--- src/rtl/alu_registrada_seq.sv ---
`default_nettype none
// +----------------------------------------------------------------------------+
// | alu_registrada_seq: button-stepped registered ALU with multi-cycle MUL,     |
// | Z/N/C/V flags and hex 7-segment displays for A, B and result.               |
// | Revision: 1.0                                                               |
// +----------------------------------------------------------------------------+
module alu_registrada_seq #(
  parameter int WIDTH = 8
) (
  input  logic                   clk,
  input  logic                   rst,
  input  logic [WIDTH-1:0]       sw,
  input  logic                   btn_next,
  input  logic                   btn_clr,
  output logic [7*(WIDTH/4)-1:0] seg_a,
  output logic [7*(WIDTH/4)-1:0] seg_b,
  output logic [7*(WIDTH/4)-1:0] seg_s,
  output logic [3:0]             leds_op,
  output logic [3:0]             flags,
  output logic [2:0]             state_o,
  output logic                   busy
);

  localparam int NDIG = WIDTH / 4;
  localparam int SHW  = $clog2(WIDTH);
  localparam logic [SHW-1:0] C_CNT_LAST = SHW'(WIDTH - 1);
  localparam logic [SHW-1:0] C_CNT_ONE  = SHW'(1);

  typedef enum logic [2:0] {
    S_A    = 3'd0,
    S_B    = 3'd1,
    S_OP   = 3'd2,
    S_EXEC = 3'd3,
    S_SHOW = 3'd4
  } state_t;

  state_t state_q, state_d;

  logic [2:0]         nxt_sync_q, clr_sync_q;
  logic               nxt, clr;
  logic [WIDTH-1:0]   a_q, b_q, s_q;
  logic [3:0]         op_q, flags_q;
  logic [2*WIDTH-1:0] mcand_q, acc_q, acc_step;
  logic [WIDTH-1:0]   mplier_q;
  logic [SHW-1:0]     cnt_q;
  logic               is_mul, exec_done;

  // Bits [1:0] synchronise; bit 2 is the previous sample for edge detection.
  always_ff @(posedge clk or posedge rst) begin
    if (rst) begin
      nxt_sync_q <= 3'b000;
      clr_sync_q <= 3'b000;
    end else begin
      nxt_sync_q <= {nxt_sync_q[1:0], btn_next};
      clr_sync_q <= {clr_sync_q[1:0], btn_clr};
    end
  end

  assign nxt = nxt_sync_q[1] & ~nxt_sync_q[2];
  assign clr = clr_sync_q[1] & ~clr_sync_q[2];

  assign is_mul    = (op_q == 4'd9);
  assign exec_done = (state_q == S_EXEC) && (!is_mul || (cnt_q == C_CNT_LAST));
  assign acc_step  = acc_q + (mplier_q[0] ? mcand_q : '0);

  always_ff @(posedge clk or posedge rst) begin
    if (rst) state_q <= S_A;
    else     state_q <= state_d;
  end

  always_comb begin
    state_d = state_q;
    if (clr) begin
      state_d = S_A;
    end else begin
      case (state_q)
        S_A:     if (nxt) state_d = S_B;
        S_B:     if (nxt) state_d = S_OP;
        S_OP:    if (nxt) state_d = S_EXEC;
        S_EXEC:  if (exec_done) state_d = S_SHOW;
        S_SHOW:  if (nxt) state_d = S_A;
        default: state_d = S_A;
      endcase
    end
  end

  // Combinational ALU; shifts carry one extra bit to capture the last bit out.
  logic [SHW-1:0]     sh;
  logic [WIDTH:0]     add_w, sub_w, shl_w, shr_w;
  logic signed [WIDTH:0] sra_w;
  logic [WIDTH-1:0]   res_d;
  logic               c_d, v_d;
  logic [3:0]         flags_d;

  assign sh    = b_q[SHW-1:0];
  assign add_w = {1'b0, a_q} + {1'b0, b_q};
  assign sub_w = {1'b0, a_q} - {1'b0, b_q};
  assign shl_w = {1'b0, a_q} << sh;
  assign shr_w = {a_q, 1'b0} >> sh;
  assign sra_w = $signed({a_q, 1'b0}) >>> sh;

  always_comb begin
    res_d = '0;
    c_d   = 1'b0;
    v_d   = 1'b0;
    case (op_q)
      4'd0: begin
        res_d = add_w[WIDTH-1:0];
        c_d   = add_w[WIDTH];
        v_d   = (a_q[WIDTH-1] == b_q[WIDTH-1]) && (res_d[WIDTH-1] != a_q[WIDTH-1]);
      end
      4'd1: begin
        res_d = sub_w[WIDTH-1:0];
        c_d   = sub_w[WIDTH];
        v_d   = (a_q[WIDTH-1] != b_q[WIDTH-1]) && (res_d[WIDTH-1] != a_q[WIDTH-1]);
      end
      4'd2: res_d = a_q & b_q;
      4'd3: res_d = a_q | b_q;
      4'd4: res_d = a_q ^ b_q;
      4'd5: res_d = ~a_q;
      4'd6: begin
        res_d = shl_w[WIDTH-1:0];
        c_d   = shl_w[WIDTH];
      end
      4'd7: begin
        res_d = shr_w[WIDTH:1];
        c_d   = shr_w[0];
      end
      4'd8: begin
        res_d = sra_w[WIDTH:1];
        c_d   = sra_w[0];
      end
      4'd9: begin
        res_d = acc_step[WIDTH-1:0];
        c_d   = |acc_step[2*WIDTH-1:WIDTH];
      end
      default: res_d = '0;
    endcase
    flags_d = {(res_d == '0), res_d[WIDTH-1], c_d, v_d};
  end

  always_ff @(posedge clk or posedge rst) begin
    if (rst) begin
      a_q      <= '0;
      b_q      <= '0;
      s_q      <= '0;
      op_q     <= '0;
      flags_q  <= '0;
      mcand_q  <= '0;
      mplier_q <= '0;
      acc_q    <= '0;
      cnt_q    <= '0;
    end else if (clr) begin
      a_q      <= '0;
      b_q      <= '0;
      s_q      <= '0;
      op_q     <= '0;
      flags_q  <= '0;
      mcand_q  <= '0;
      mplier_q <= '0;
      acc_q    <= '0;
      cnt_q    <= '0;
    end else begin
      case (state_q)
        S_A: if (nxt) a_q <= sw;
        S_B: if (nxt) b_q <= sw;
        S_OP: if (nxt) begin
          op_q     <= sw[3:0];
          mcand_q  <= {{WIDTH{1'b0}}, a_q};
          mplier_q <= b_q;
          acc_q    <= '0;
          cnt_q    <= '0;
        end
        S_EXEC: begin
          if (is_mul) begin
            acc_q    <= acc_step;
            mcand_q  <= mcand_q << 1;
            mplier_q <= mplier_q >> 1;
            cnt_q    <= cnt_q + C_CNT_ONE;
          end
          if (exec_done) begin
            s_q     <= res_d;
            flags_q <= flags_d;
          end
        end
        default: ;
      endcase
    end
  end

  function automatic logic [6:0] hex7(input logic [3:0] d);
    case (d)
      4'h0: hex7 = 7'b1000000;
      4'h1: hex7 = 7'b1111001;
      4'h2: hex7 = 7'b0100100;
      4'h3: hex7 = 7'b0110000;
      4'h4: hex7 = 7'b0011001;
      4'h5: hex7 = 7'b0010010;
      4'h6: hex7 = 7'b0000010;
      4'h7: hex7 = 7'b1111000;
      4'h8: hex7 = 7'b0000000;
      4'h9: hex7 = 7'b0010000;
      4'hA: hex7 = 7'b0001000;
      4'hB: hex7 = 7'b0000011;
      4'hC: hex7 = 7'b1000110;
      4'hD: hex7 = 7'b0100001;
      4'hE: hex7 = 7'b0000110;
      default: hex7 = 7'b0001110;
    endcase
  endfunction

  for (genvar k = 0; k < NDIG; k++) begin : g_dig
    assign seg_a[7*k +: 7] = hex7(a_q[4*k +: 4]);
    assign seg_b[7*k +: 7] = hex7(b_q[4*k +: 4]);
    assign seg_s[7*k +: 7] = hex7(s_q[4*k +: 4]);
  end

  assign leds_op = op_q;
  assign flags   = flags_q;
  assign state_o = state_q;
  assign busy    = (state_q == S_EXEC);

endmodule
`default_nettype wire

--- config.mk ---
export PLATFORM = sky130hd
export DESIGN_NAME = alu_registrada_seq
export DESIGN_NICKNAME = d
export VERILOG_FILES = /design/src/rtl/alu_registrada_seq.sv
export SDC_FILE = /design/constraint.sdc
export NUM_CORES = 1
export LEC_CHECK = 0
export ABC_CLOCK_PERIOD_IN_PS = 7600
export BUFFER_PORTS_ARGS = -buffer_cell sky130_fd_sc_hd__buf_2
export CELL_PAD_IN_SITES_DETAIL_PLACEMENT = 2
export CELL_PAD_IN_SITES_GLOBAL_PLACEMENT = 2
export CORE_UTILIZATION = 41
export CTS_BUF_LIST = sky130_fd_sc_hd__clkbuf_4 sky130_fd_sc_hd__clkbuf_8
export DETAILED_ROUTE_END_ITERATION = 16
export GPL_TIMING_DRIVEN = 0
export HOLD_SLACK_MARGIN = 0.06
export PLACE_DENSITY = 0.95
export SLEW_MARGIN = 5
export SYNTH_ARGS = -nofsm -noshare
export SYNTH_HDL_FRONTEND = slang
export SYNTH_SLANG_ARGS = --single-unit
--- constraint.sdc ---
create_clock -name clk -period 7.6 [get_ports clk]
set_input_delay 1.14 -clock clk [delete_from_list [all_inputs] [get_ports clk]]
set_output_delay 1.14 -clock clk [all_outputs]
set_load 0.02 [all_outputs]
== Word level (Yosys, flattened, before mapping) ==
Memories as Yosys holds them, arrays and structs flattened.
Cells that the tools add are included.

* $add $sub $neg: 4
* Equal/unequal tests: 24
* Shift-type cells: 3
* Multiplexer cells: 40
* Bitwise logic cells: 8
* Reductions and logical operators: 22

{| class="wikitable"
|+ Operators with widths
! cell !! count
|-
| $mux 16 || 7
|-
| $mux 8 || 11
|-
| $pmux 8 s10 || 1
|-
| $pmux 16 s2 || 2
|-
| $mux 3 || 8
|-
| $mux 4 || 6
|-
| $add 16x16->16 || 1
|-
| $eq 4x3->1 const B || 4
|-
| $pmux 8 s2 || 1
|-
| $pmux 3 s5 || 1
|-
| $ne 3x3->1 const B || 4
|-
| $reduce_bool 2->1 || 6
|-
| $add 8x8->9 || 1
|-
| $shl 8x3->9 || 1
|-
| $shr 9x3->9 || 1
|-
| $sshr 9x3->9 || 1
|-
| $sub 8x8->9 || 1
|-
| $and 8x8->8 || 1
|-
| $eq 4x2->1 const B || 2
|-
| $eq 4x4->1 const B || 2
|-
| $logic_not 8->1 || 1
|-
| $not 8->8 || 1
|-
| $or 8x8->8 || 1
|-
| $reduce_and 2->1 || 4
|-
| 23 further kinds || 32
|}

* Register bits: 84
* Memory bits (read-only): 672
* Bits of input ports: 12
* Output and inout port bits: 54
* Logic and storage cells: 119
* Memories kept: 6

{| class="wikitable"
|+ Memory list
! name !! words !! bits a word !! read ports !! clocked after Yosys merged registers in !! write ports !! line !! text
|-
| (no name shown) || 16 || 7 || 1 || 0 || 0 || 192 || <nowiki>case (d)</nowiki>
|-
| (no name shown) || 16 || 7 || 1 || 0 || 0 || 192 ||
|-
| (no name shown) || 16 || 7 || 1 || 0 || 0 || 192 ||
|-
| (no name shown) || 16 || 7 || 1 || 0 || 0 || 192 ||
|-
| (no name shown) || 16 || 7 || 1 || 0 || 0 || 192 ||
|-
| (no name shown) || 16 || 7 || 1 || 0 || 0 || 192 ||
|}

== Depth between registers and ports, before layout ==
* Depth after elaboration: 7
* Mapped depth: 13
* Depth with buffers taken out: 12

== Worst setup path after synthesis ==
OpenSTA, ideal clock, no wires.

* Path type: reg2reg
* From: register b_q[2]
* To: register flags_q[1], in the netlist flags[1]
* Data arrival time: 2.979 ns
* Required time: 7.459 ns
* Setup slack: 4.481 ns
* Stages on the path, launching flop included: 14
* Clock period less this slack: 3.119 ns
* Cells stage by stage: dfrtp_1 -> clkbuf_1 -> inv_1 -> clkbuf_1 -> ha_1 -> clkbuf_1 -> inv_2 -> a21o_1 -> a21oi_1 -> o31a_1 -> a211o_1 -> or3_1 -> nor4_2 -> a41oi_1

* Cells in the longest elaborated chain, start to end: 5
* Elaborated cells on any way between the ends: 9

{| class="wikitable"
|+ Ends and longest elaborated chain
! element !! line !! text
|-
| from (decl) || 41 || <nowiki>logic [WIDTH-1:0] a_q, b_q, s_q;</nowiki>
|-
| from (signal assigned) || 166 || <nowiki>S_B: if (nxt) b_q <= sw;</nowiki>
|-
| $sub 8x8->9 (tied with other cells) || 97 || <nowiki>assign sub_w = {1'b0, a_q} - {1'b0, b_q};</nowiki>
|-
| $pmux 1 s6 (*) || 106 || <nowiki>case (op_q)</nowiki>
|-
| $mux 4 (*) || 181 || <nowiki>if (exec_done) begin</nowiki>
|-
| $mux 4 (*) || 164 || <nowiki>case (state_q)</nowiki>
|-
| $mux 4 (*) || 153 || <nowiki>end else if (clr) begin</nowiki>
|-
| to (signal assigned) || 183 || <nowiki>flags_q <= flags_d;</nowiki>
|-
| to (decl) || 42 || <nowiki>logic [3:0] op_q, flags_q;</nowiki>
|}

Every way passes the cells marked *; elsewhere a longest branch is shown, timed or not. The select of a mux whose other input is x is not followed.
A chain may end at the register's enable or synchronous reset.

== Worst setup path in the final report ==
Ends and elaborated chain as after synthesis.

==> metrics <==
Synth cell types=78; Clock Path Buffers=2; Post-Syn Nets=roughly 980; register area share after synthesis=0.273; Tot GR Track Use=0.403; setup TNS=0 ns; Placement Rows=49; crit path launch type=flop; Syn Inst Count=886; clk sinks=83; total CTS buffers=9; share of power burned in registers=0.235; Max-Cap Viols=0; Mapped Avg Cell Area=8.59 sq um; chip width=138 um; top-area cell type share of the netlist area=0.273; switch share=0.557; crit-path max FO=11; DRT Pass-1 Iters=13; worst-case vdd ir drop=0.000169 V; violated checks=design-rule violations; Final Hold Vio Count=0; Final Instance Area=0.00845 sq mm; status=finished, violations left; CP max stage cell=clkbuf_1; first-pass GRT wire length=58200 um; M1 WL=14300 um; Async SR Flop Fraction=1.00; fmax=~0.22 GHz; CTS root buffer=clkbuf_8; combinational power share=0.630; Pint=between 1 and 1.5 mW; Starting Density=0.421; antenna violations before repair=1; type of the most critical hold path=flop to flop; R2R setup slack=3.14 ns; most common cell in the netlist=dfrtp_1; placed cell area=0.00825 sq mm; GPL Wtd Cong=0.941; hpwl dp=25800 um; # IOs=between 60 and 70; post-cts sizing count=0; CP Capture Type=flop; WP buf/inv=4; initial DRC count=980; met2 routed WL=17800 um; DR DRC count=10; Die Y=between 100 and 150 um; total gr overflow=0; wire length per cell=~32 um; Nets=between 1000 and 1500; die area=0.0191 sq mm; P_sw=1.40 mW; CP delay by family, top=buffers and inverters; clock share of power=0.135; crit path DAT=4.72 ns; final setup fails=0; CTS Hold Bufs=0; DR vias=8415; pin count of the biggest net entering global routing=44; postcts setup bufs=0; static leakage=3.82 nW; H-tree Lvls=3; ys flop type=dfrtp_1; vias in the first global route=9170; top post-synthesis cells by count=dfrtp_1 (83), ha_1 (78), nor2_1 (74), nand2_1 (70), o21ai_0 (53); min Tclk post-route=4.46 ns; Setup Skew=0.0179 ns; slew margin rel.=0.0468; number of synthesis warnings=0; critical-path cell list=clkbuf_1, inv_1, clkbuf_1, ha_1, clkbuf_1, a21oi_1, o221ai_1, nand3_1, a21oi_1, a211o_1, or3_1, nor4_2, a41oi_1; met3 WL=3300 um; number of synthesized register bits=83; cell taking the most area after synthesis=dfrtp_1; layout cells sized above 1=0.137; power per cell area=about 300 mW/mm^2; Slew @ Worst Pin=around 1.4 ns; clock latency at the later pin of the worst-skew pair=0.42 ns; Antenna Nets Post-Route=0; Final period util=0.586; Clock Pin Slew Worst Setup and Hold Paths=0.11 ns; top cells by area, synth=dfrtp_1 (27%), ha_1 (13%), mux2i_1 (5.9%); fill cell count=a little under 2000; port bufs=65; Via density=7.03; mapped cell area=~0.0076 sq mm; Slew Viols, Final=0; critical path class=flop to flop; RSZ-0062 raised after global routing=false; antenna cells=0; DR top layer=met5; EDFF count, synth=0; Layout area overhead=11.0%; Core Region=0.0181 sq mm; detailed-route wire length=38200 um; worst path required time=7.87 ns; most used cell, CP=clkbuf_1; largest stage delay on the critical path=roughly 0.64 ns; CTS tree=yes
==> worst paths after layout <==
kind / from / to / cells after the start
setup / recovery: b_q[2]$_DFFE_PP0P_ / flags[1]$_DFFE_PP0P_ / 13
hold / removal: clr_sync_q[0]$_DFF_PP0_ / clr_sync_q[1]$_DFF_PP0_ / 0
setup reg to reg: b_q[2]$_DFFE_PP0P_ / flags[1]$_DFFE_PP0P_ / 13
hold reg to reg: clr_sync_q[0]$_DFF_PP0_ / clr_sync_q[1]$_DFF_PP0_ / 0
max in group asynchronous: rst / a_q[2]$_DFFE_PP0P_ / 3
min in group asynchronous: rst / acc_q[12]$_DFFE_PP0P_ / 2
==> placed cells by master, fill, tap and decap left out, drive strengths merged, types with 12 or more instances in the layout <==
cell type  instances
a22o              30
nor2b             13
nor4              21
dfrtp             83
a31oi             12
o21ai             61
nand3             14
a21oi             49
inv               39
a221o             18
nor3              22
mux2i             45
o211ai            13
nand2b            12
nor2              74
and2              19
buf               98
ha                78
nand2             70
clkbuf            41
==> routing by layer <==
metal  vias to the layer above  global-route usage
met5                         -                   0
met4                         2               0.280
met3                       225              0.0914
met2                       557               0.662
met1                      4205               0.471
li1                       3426                   -
==> logic make-up (layout without fill, tap and decap cells) <==
group,after synthesis,after routing,share of synthesized area
and+or+nand+nor,287,287,0.193
AOI/OAI and AO/OA,263,263,0.242
buffers and inverters,102,184,0.0566
DFF,83,83,0.273
adders and majority gates,82,82,0.137
muxes,54,54,0.0814
xor gates and xnor gates,15,15,0.0173
==> power by group through the flow <==
stage	logic [mW]	registers (mW)	clock network, mW
2_1_floorplan	0.949	0.573	0
3_3_place_gp	1.35	0.583	0
3_5_place_dp	1.46	0.592	0
4_1_cts	1.53	0.587	0.333
5_1_grt	1.65	0.596	0.347
6_report	1.59	0.593	0.339
==> layout make-up <==
type | count | area (sq um) | share of cell area
buffer | 64 | 288 | 0.0341
clock buffer | 9 | 124 | 0.0147
clock inverter | 7 | 56.3 | 0.00667
inverter | 38 | 145 | 0.0172
multi-input combinational | 701 | 5120 | 0.606
sequential | 83 | 2080 | 0.246
tap | 229 | 287 | 0.0339
timing repair buffer | 66 | 353 | 0.0418
==> registers in the layout, indices dropped and copies added, names as in the netlist <==
signal,count
state_o,3
acc_q,16
mcand_q,16
mplier_q,8
flags,4
a_q,8
nxt_sync_q,3
s_q,7
b_q,8
clr_sync_q,3
cnt_q,3
leds_op,4
==> per-stage QoR <==
step           hold slack, ns  instances  utilization  power [mW]  setup WS (ns)
6_report                0.371       1197        0.467        2.52           3.14
5_1_grt                 0.379       1197        0.467        2.59           3.06
4_1_cts                 0.377       1197        0.466        2.45           3.32
3_5_place_dp            0.336       1181        0.456        2.05           3.45
3_3_place_gp            0.333       1180        0.455        1.93           3.29
2_1_floorplan           0.331        886            -        1.52           4.32
(Power assumes the default switching activity.)
